## src/rtl/restoring_divider_16bit.sv

```systemverilog
// Multi-cycle unsigned 16-bit restoring divider (DIVU) with start/busy/done handshake.
// One quotient bit per clock; results are held in HI/LO-style registers until the next completion.
module restoring_divider_16bit (
  input  logic        clk,
  input  logic        rst_n,
  input  logic        start_i,
  input  logic [15:0] dividend_i,
  input  logic [15:0] divisor_i,
  output logic [15:0] quotient_o,
  output logic [15:0] remainder_o,
  output logic        busy_o,
  output logic        done_o,
  output logic        div_by_zero_o
);

  typedef enum logic [0:0] {StIdle, StCalc} state_e;

  state_e      state_q;
  logic [15:0] q_q;
  logic [15:0] m_q;
  logic [15:0] r_q;
  logic [3:0]  cnt_q;
  logic [15:0] quotient_q;
  logic [15:0] remainder_q;
  logic        done_q;
  logic        dbz_q;

  logic [16:0] r_shift;
  logic [16:0] trial;
  logic [15:0] r_d;
  logic [15:0] q_d;

  // The restored remainder is always below the divisor, so only the shifted value needs bit 16.
  always_comb begin
    r_shift = {r_q, q_q[15]};
    trial   = r_shift - {1'b0, m_q};
    r_d     = trial[16] ? r_shift[15:0] : trial[15:0];
    q_d     = {q_q[14:0], ~trial[16]};
  end

  always_ff @(posedge clk or negedge rst_n) begin
    if (!rst_n) begin
      state_q     <= StIdle;
      q_q         <= '0;
      m_q         <= '0;
      r_q         <= '0;
      cnt_q       <= '0;
      quotient_q  <= '0;
      remainder_q <= '0;
      done_q      <= 1'b0;
      dbz_q       <= 1'b0;
    end else begin
      done_q <= 1'b0;
      unique case (state_q)
        StIdle: begin
          if (start_i) begin
            if (divisor_i == 16'd0) begin
              quotient_q  <= 16'hFFFF;
              remainder_q <= dividend_i;
              dbz_q       <= 1'b1;
              done_q      <= 1'b1;
            end else begin
              q_q     <= dividend_i;
              m_q     <= divisor_i;
              r_q     <= '0;
              cnt_q   <= '0;
              state_q <= StCalc;
            end
          end
        end
        StCalc: begin
          q_q   <= q_d;
          r_q   <= r_d;
          cnt_q <= cnt_q + 4'd1;
          if (cnt_q == 4'd15) begin
            quotient_q  <= q_d;
            remainder_q <= r_d;
            dbz_q       <= 1'b0;
            done_q      <= 1'b1;
            state_q     <= StIdle;
          end
        end
        default: state_q <= StIdle;
      endcase
    end
  end

  assign quotient_o    = quotient_q;
  assign remainder_o   = remainder_q;
  assign busy_o        = (state_q == StCalc);
  assign done_o        = done_q;
  assign div_by_zero_o = dbz_q;

endmodule

```

## config.mk

```make
export PLATFORM = sky130hd
export DESIGN_NAME = restoring_divider_16bit
export DESIGN_NICKNAME = d
export VERILOG_FILES = /design/src/rtl/restoring_divider_16bit.sv
export SDC_FILE = /design/constraint.sdc
export NUM_CORES = 1
export LEC_CHECK = 0
export CORE_MARGIN = 2
export CORE_UTILIZATION = 35
export DETAILED_ROUTE_END_ITERATION = 12
export HOLD_SLACK_MARGIN = 0.15
export PLACE_DENSITY = 0.56
export SLEW_MARGIN = 20
export SYNTH_ARGS = -nofsm -noshare
export SYNTH_HDL_FRONTEND = slang
export SYNTH_SLANG_ARGS = --single-unit
```

## constraint.sdc

```tcl
create_clock -name clk -period 3.04 [get_ports clk]
set_input_delay 0.304 -clock clk [delete_from_list [all_inputs] [get_ports clk]]
set_output_delay 0.304 -clock clk [all_outputs]
set_load 0.1 [all_outputs]
```

After elaboration in Yosys (flattened, before gate mapping)
Index checks and enable logic that the tools add are counted.

Add/sub/neg operators: 2. Equality and inequality tests: 5. Multiplexer cells: 30. Bitwise logic cells: 3. Reduce and logical (&&, ||, !) cells: 4.

Operators by type and width (count): 2-to-1 mux 16 bit (11); one-hot mux 16 bit (2 select lines) (4); subtractor 17 x 16 -> 17 bit (1); logical NOT 16 bit (1); 2-to-1 mux 1 bit (9); 2-to-1 mux 4 bit (2); one-hot mux 4 bit (2 select lines) (1); != test 2 bit (second input constant) (3); one-hot mux 1 bit (2 select lines) (3); AND reduction 3 bit (2); adder 4 x 1 -> 4 bit (second input constant) (1); equality test 4 bit (second input constant) (1); NOT 1 bit (3); != test 2 x 1 -> 1 bit (second input constant) (1); AND reduction 2 bit (1).

Flip-flop bits (word level): 87. Bits of input ports: 35. Output and inout bits: 35. Word-level logic and storage cells: 53.

Longest topological paths before layout
Word-level depth: 4. Mapped depth: 11. Gate-level depth less buffers: 10.

Worst setup path before layout
OpenSTA, ideal clock, no wires.

Path kind: reg2reg. Start point: register q_q[15]. End point: register remainder_q[11] (netlist: remainder_o[11]). Library setup time: 0.137 ns. Data arrival time: 2.429 ns. Data required time: 2.903 ns. Slack: 0.473 ns. Cell stages (with the launch flop): 12. Path buffers: 1. Clock period less this slack: 2.567 ns. Path through: dfrtp_1 -> inv_1 -> ha_1 -> fa_1 -> nand2b_1 -> a211oi_2 -> o21ai_2 -> o21ai_4 -> xor2_2 -> buf_6 -> mux2i_1 -> o31ai_2.

Word-level cells in the longest chain between the ends: 4.

RTL lines: start, declared (line 19) `logic [15:0] q_q;`; start signal, assigned (line 63) `q_q <= dividend_i;`; start signal, assigned (line 72) `q_q <= q_d;`; subtractor 17 x 16 -> 17 bit (line 36) `trial = r_shift - {1'b0, m_q};`; 2-to-1 mux 16 bit (line 37) `r_d = trial[16] ? r_shift[15:0] : trial[15:0];`; 2-to-1 mux 16 bit (line 75) `if (cnt_q == 4'd15) begin`; one-hot mux 16 bit (2 select lines) (line 54) `unique case (state_q)`; end signal, assigned (line 59) `remainder_q <= dividend_i;`; end signal, assigned (line 77) `remainder_q <= r_d;`; end, declared (line 24) `logic [15:0] remainder_q;`.

No other way between the ends. The select of a mux whose other input is x is not followed. A chain may end at the register's enable or synchronous reset.

Worst setup path after layout
Start point: register m_q[0]. End point: register r_q[6].

Word-level cells in the longest chain between the ends: 3.

RTL lines: start, declared (line 20) `logic [15:0] m_q;`; start signal, assigned (line 64) `m_q <= divisor_i;`; subtractor 17 x 16 -> 17 bit (line 36); 2-to-1 mux 16 bit (line 37); one-hot mux 16 bit (2 select lines) (line 54); end signal, assigned (line 73) `r_q <= r_d;`; end, declared (line 21) `logic [15:0] r_q;`.

No other way between the ends.

==> impl_metrics.env <==
export IMPL_post_place_cells=732
export IMPL_hold_path_class="register to register"
export IMPL_fmax_ghz=0.350
export IMPL_r2r_start="m_q[0]$_DFFE_PN0P_"
export IMPL_post_place_ws_ns=0.0640
export IMPL_htree_num_levels=3
export IMPL_clkSinkCount=87
export IMPL_antenna_cells=0
export IMPL_drc=0
export IMPL_rsz0062_at_grt="yes"
export IMPL_io_buffers=69
export IMPL_antenna_found_initial=0
export IMPL_die_w_um=119
export IMPL_cap_viol_max_count=0
export IMPL_grt_usage_pct=18.4
export IMPL_rr_worst_depth=10
export IMPL_yosysSeqAreaShare_pct=47.1
export IMPL_insertion_delay_ns=0.35
export IMPL_die_height_um=119
export IMPL_clk_pin_slew_ns=0.06
export IMPL_drtIter0Drc=217
export IMPL_final_cell_area_um2=5840
export IMPL_status="finished clean"
export IMPL_layout_commonest_cell="nand2_1"
export IMPL_critPathLaunchType="register"
export IMPL_wl_per_cell_um=16.5
export IMPL_syn_nets=555
export IMPL_area_growth_pct=26.5
export IMPL_rr_endpoint="r_q[6]$_DFFE_PN0P_"
export IMPL_io_pins=70
export IMPL_ys_seq_elements=87
export IMPL_synthesis_area_um2=4620
export IMPL_cp_arrival_ns=3.07
export IMPL_avgSynthCellArea_um2=9.20
export IMPL_grt_pass1_vias=3871
export IMPL_crit_type="register to register"
export IMPL_synthFlopType="dfrtp_1"
export IMPL_dieArea_um2=14100
export IMPL_fp_row_count=41
export IMPL_crit_start="m_q[0]$_DFFE_PN0P_"
export IMPL_dpl_cell_area_um2=5500
export IMPL_place_congestion=0.798
export IMPL_post_route_min_period_ns=2.86
export IMPL_worst_slew_pin_transition_ns=0.974
export IMPL_drive_gt1_share_pct=12.5
export IMPL_initial_core_util_pct=36.2
export IMPL_reg2reg_slack_ns=0.18
export IMPL_synth_edf_count=0
export IMPL_synth_distinct_cells=56
export IMPL_setup_viol=0
export IMPL_fin_worst_skew_ns=0.00846
export IMPL_yosysWarnings=0
export IMPL_drv_slew=0
export IMPL_stdcell_count=749
export IMPL_syn_inst=502
export IMPL_overflow=0
export IMPL_cts_root_buf="clkbuf_16"
export IMPL_hold_viol=0
export IMPL_cp_end_kind="register"
export IMPL_final_cell_mix="nand2_1 (104), dfrtp_1 (87), o21ai_0 (56)"
export IMPL_cts_tree="yes"
export IMPL_firstDrtPassIters=4
export IMPL_place_hpwl_um=9080
export IMPL_cts_buffers=9
export IMPL_relSlewSlack_pct=34.9
export IMPL_ant_nets=0
export IMPL_vias_per_cell=5.12
export IMPL_synthArstFlopShare_pct=100
export IMPL_grt_pass1_wl_um=20400
export IMPL_fin_crit_sh_pct=94.1
export IMPL_routed_wl_um=12400
export IMPL_path_max_fanout=10
export IMPL_vias=3836
export IMPL_setup_ws_ns=0.180
export IMPL_nets=625
export IMPL_core_area_um2=12800
export IMPL_grt_max_degree=88
export IMPL_critPathCapture="r_q[6]$_DFFE_PN0P_"
export IMPL_clock_path_buffers=2
export IMPL_crit_required_ns=3.25
[sequential cells by signal, summed over array words and instances (netlist names)]
name,count
done_o,1
r_q,16
cnt_q,4
quotient_o,16
div_by_zero_o,1
q_q,16
busy_o,1
m_q,16
remainder_o,16
[metrics by stage]
| stage | hold slack [ns] | setup TNS (ns) | utilization (%) |
|---|---|---|---|
| after global routing | 0.523 | -0.0247 | 45.7 |
| after global placement | 0.483 | 0 | 43.0 |
| after detailed placement | 0.487 | 0 | 43.0 |
| final | 0.493 | 0 | 45.7 |
| after CTS | 0.219 | 0 | 45.3 |
| after floorplan | 0.00841 | 0 | - |
[critical path, stage by stage (launching register included)]
cell	delay, ns
dfrtp_1	0.40
ha_1	0.22
fa_1	0.40
nand2b_1	0.22
a211oi_4	0.29
o21ai_2	0.14
o21ai_4	0.22
xor2_2	0.22
buf_6	0.21
mux2i_2	0.28
o21ai_0	0.12
[synth_stat cells, drive strengths merged, types with 4 or more instances]
| cell | number | area share, % |
|---|---|---|
| nand2b | 6 | 0.81 |
| xnor2 | 8 | 1.5 |
| nor2b | 8 | 1.1 |
| o22ai | 6 | 0.81 |
| nand3 | 4 | 0.43 |
| o211ai | 4 | 0.65 |
| nor2 | 26 | 2.1 |
| o31ai | 6 | 1.4 |
| xor2 | 7 | 1.5 |
| a21o | 11 | 1.8 |
| dfrtp | 87 | 47 |
| a21oi | 25 | 2.7 |
| inv | 20 | 1.6 |
| nor4 | 4 | 0.54 |
| o21ai | 64 | 7.3 |
| clkbuf | 20 | 1.6 |
| buf | 6 | 0.79 |
| a22oi | 6 | 0.98 |
| mux2i | 21 | 4.6 |
| ha | 17 | 4.6 |
| a211oi | 6 | 1.1 |
| nand2 | 104 | 8.5 |
[timing repair]
| action | 4_1_cts | 5_1_grt |
|---|---|---|
| hold endpoints to repair | 0 | 87 |
| hold buffers | 0 | 1 |
| setup endpoints to repair | 0 | 17 |
| resized for setup | 0 | 9 |
| buffers inserted | 0 | 0 |
[how the worst min path moves through the flow]
stage | slack [ns] | to | from | depth (start not counted)
global route | 0.52 | quotient_o[15]$_DFFE_PN0P_ | q_q[14]$_DFFE_PN0P_ | 2
finish | 0.49 | div_by_zero_o$_DFFE_PN0P_ | div_by_zero_o$_DFFE_PN0P_ | 2
CTS | 0.22 | quotient_o[7]$_DFFE_PN0P_ | rst_n | 1
floorplan | 0.008 | busy_o$_DFF_PN0_ | rst_n | 0
global placement | 0.48 | div_by_zero_o$_DFFE_PN0P_ | div_by_zero_o$_DFFE_PN0P_ | 2
detailed placement | 0.49 | quotient_o[15]$_DFFE_PN0P_ | q_q[14]$_DFFE_PN0P_ | 2
[layer usage]
| metal | track usage (%) | wire length [µm] | vias to the layer above |
|---|---|---|---|
| met5 | 0 | 0 | - |
| met2 | 29.0 | 5610 | 78 |
| met4 | 6.55 | 239 | 0 |
| met1 | 25.5 | 6120 | 1861 |
| li1 | - | - | 1883 |
| met3 | 3.02 | 415 | 14 |
[cells by family after synthesis]
group / share of synthesized area, %
xor+xnor: 3.01
flops: 47.1
fa+ha+maj: 5.04
mux: 5.36
buf+inv: 4.04
simple gates: 15.2
compound gates: 20.2
[layout make-up]
class / instances / area [µm²]
clock buffers: 11 / 233
clock inverters: 5 / 58.8
repair buffers: 85 / 779
fillers: 1269 / 6930
inverters: 20 / 75.1
well taps: 172 / 215
flip-flops and latches: 87 / 2180
multi-input cells: 369 / 2300
Power is left out: the tool's default activity adds up to more than one toggle a clock period on the data nets, which glitch-free logic cannot reach.
==> RTL change (same flow settings) <==
Add an input register stage for `start_i`, `dividend_i` and `divisor_i`, with the module's reset; this delays them by one clock.
--- a/src/rtl/restoring_divider_16bit.sv
+++ b/src/rtl/restoring_divider_16bit.sv
@@ -14,6 +14,22 @@
 );
 
   typedef enum logic [0:0] {StIdle, StCalc} state_e;
+
+  logic start_q;
+  logic [15:0] dividend_q;
+  logic [15:0] divisor_q;
+
+  always_ff @(posedge clk or negedge rst_n) begin
+    if (!rst_n) begin
+      start_q    <= '0;
+      dividend_q <= '0;
+      divisor_q  <= '0;
+    end else begin
+      start_q    <= start_i;
+      dividend_q <= dividend_i;
+      divisor_q  <= divisor_i;
+    end
+  end
 
   state_e      state_q;
   logic [15:0] q_q;
@@ -53,15 +69,15 @@
       done_q <= 1'b0;
       unique case (state_q)
         StIdle: begin
-          if (start_i) begin
-            if (divisor_i == 16'd0) begin
+          if (start_q) begin
+            if (divisor_q == 16'd0) begin
               quotient_q  <= 16'hFFFF;
-              remainder_q <= dividend_i;
+              remainder_q <= dividend_q;
               dbz_q       <= 1'b1;
               done_q      <= 1'b1;
             end else begin
-              q_q     <= dividend_i;
-              m_q     <= divisor_i;
+              q_q     <= dividend_q;
+              m_q     <= divisor_q;
               r_q     <= '0;
               cnt_q   <= '0;
               state_q <= StCalc;
Check against the original RTL: not equivalent (Yosys sat finds a counterexample within 4 cycles, from zero or initial values and one cycle with rst_n low).
==> RTL change against the original RTL <==
Fmax rose by 4.0%; sequential share of layout area increased by 4.2 points; sequential cell count is 33 higher; worst setup slack improved by 110 ps; count of clock-buffer cells in the layout rose by 11; design area up 24%; core utilization decreased by 0.40 points; routed wire length is 23% higher; synthesized area is 25% higher; critical endpoint is now remainder_o[2].
Power is not shown: default switching activity piles up to over one toggle a cycle in this logic, so the estimate is an artifact.
==> RTL change: results (changes against the original RTL) <==
routing usage on met1=23.8% (-1.7 points); Synth top cells by count=dfrtp_1, nand2_1, o21ai_0; M2 GR Usage=29.1% (+0.10 points); clock skew=9.99 ps (+1.53 ps); first-pass GRT wire length=24,900 µm (+22%); status=finished, final reports clean; Initial DRT Pass Iterations=7 (+3); Slew @ Worst Pin=962 ps (-11.9 ps); all-layer global routing usage=18.2% (-0.13 points); Skew-Pair Late Insertion Delay=420 ps (+70 ps); vias in the first global route=4,742 (+23%); Critical Path Source=q_q[15]; hold depth=1 (-1); largest net degree at the start of global routing=49 (-44%); largest fanout on the critical path=20 (+10); Reg2Reg Setup Slack=290 ps (+110 ps); count of different cell masters after synthesis=58 (+3.6%); WL per Instance=17.3 µm (+4.9%); final layout net count=700 (+12%); DR WL met2=7270 µm (+30%); R2R Path Start=q_q[15]; slowest CP cell=mux2_4; Crit path arrival time=3100 ps (+30 ps); Synth Net Count=625 (+13%); ranking of synthesized cells by area=dfrtp_1, nand2_1, o21ai_0; sequential fraction of the synthesis area=52.2% (+5.0 points); gpl congestion=0.848 (+6.3%); Final HPWL DP=11,000 µm (+21%); WHS Endpoint=start_q; metal1 wirelength=6930 µm (+13%); Worst R2R Path Depth=9 (-1); met3 GRT Util=4.04% (+1.0 points); # H-tree levels=4 (+1)
==> RTL change: cell count changes after synthesis, sizes merged, moves of 6 or more <==
cell    before  now
nor3         2    8
nor2        26   32
mux2i       21   13
buf          6   16
dfrtp       87  120
nand3        4   13
o211ai       4   13
o22a         3   15
a21o        11    3
nand4        3   21
nand2      104   77
==> RTL change: through the flow <==
step	cell area [µm²]	cells	worst slack [ps]	utilization, %	hold slack, ps
2_1_floorplan	5760	572	548	-	8.41
3_3_place_gp	6620	843	396	41.4	344
3_5_place_dp	6620	843	287	41.4	346
4_1_cts	7250	876	293	45.3	300
5_1_grt	7250	876	109	45.3	308
6_report	7250	876	291	45.3	314
==> RTL change: critical path: cells and delay by family, from the launching register on <==
family,cells,cell delay (ps)
AO/OA/AOI/OAI,4,940
adder cells (fa/ha/maj),2,620
buffers and inverters,1,60
flip-flops,1,400
multiplexers,1,450
AND/OR/NAND/NOR,1,210
==> RTL change: logic make-up (layout without fill, tap and decap cells) <==
kind of cell / Yosys count / in the layout / synth area share (%)
buffers and inverters: 59 / 147 / 4.74
AND/OR/NAND/NOR: 181 / 181 / 14.9
adder cells (fa/ha/maj): 18 / 18 / 4.04
flip-flops: 120 / 120 / 52.2
multiplexers: 15 / 15 / 2.93
AO/OA/AOI/OAI: 171 / 171 / 20.0
XOR/XNOR: 8 / 8 / 1.22
==> RTL change: what timing repair did <==
item | 4_1_cts | 5_1_grt
endpoints found under the hold margin | 41 | 0
setup endpoints to repair | 0 | 0
hold buffers | 1 | 0
==> RTL change: final cells by class <==
cell class,instances,area share (%)
clock buffer,22,6.67
clock inverter,10,1.95
inverter,25,1.29
multi-input combinational,393,34.4
sequential,120,41.4
tap,216,3.73
timing repair buffer,90,10.5
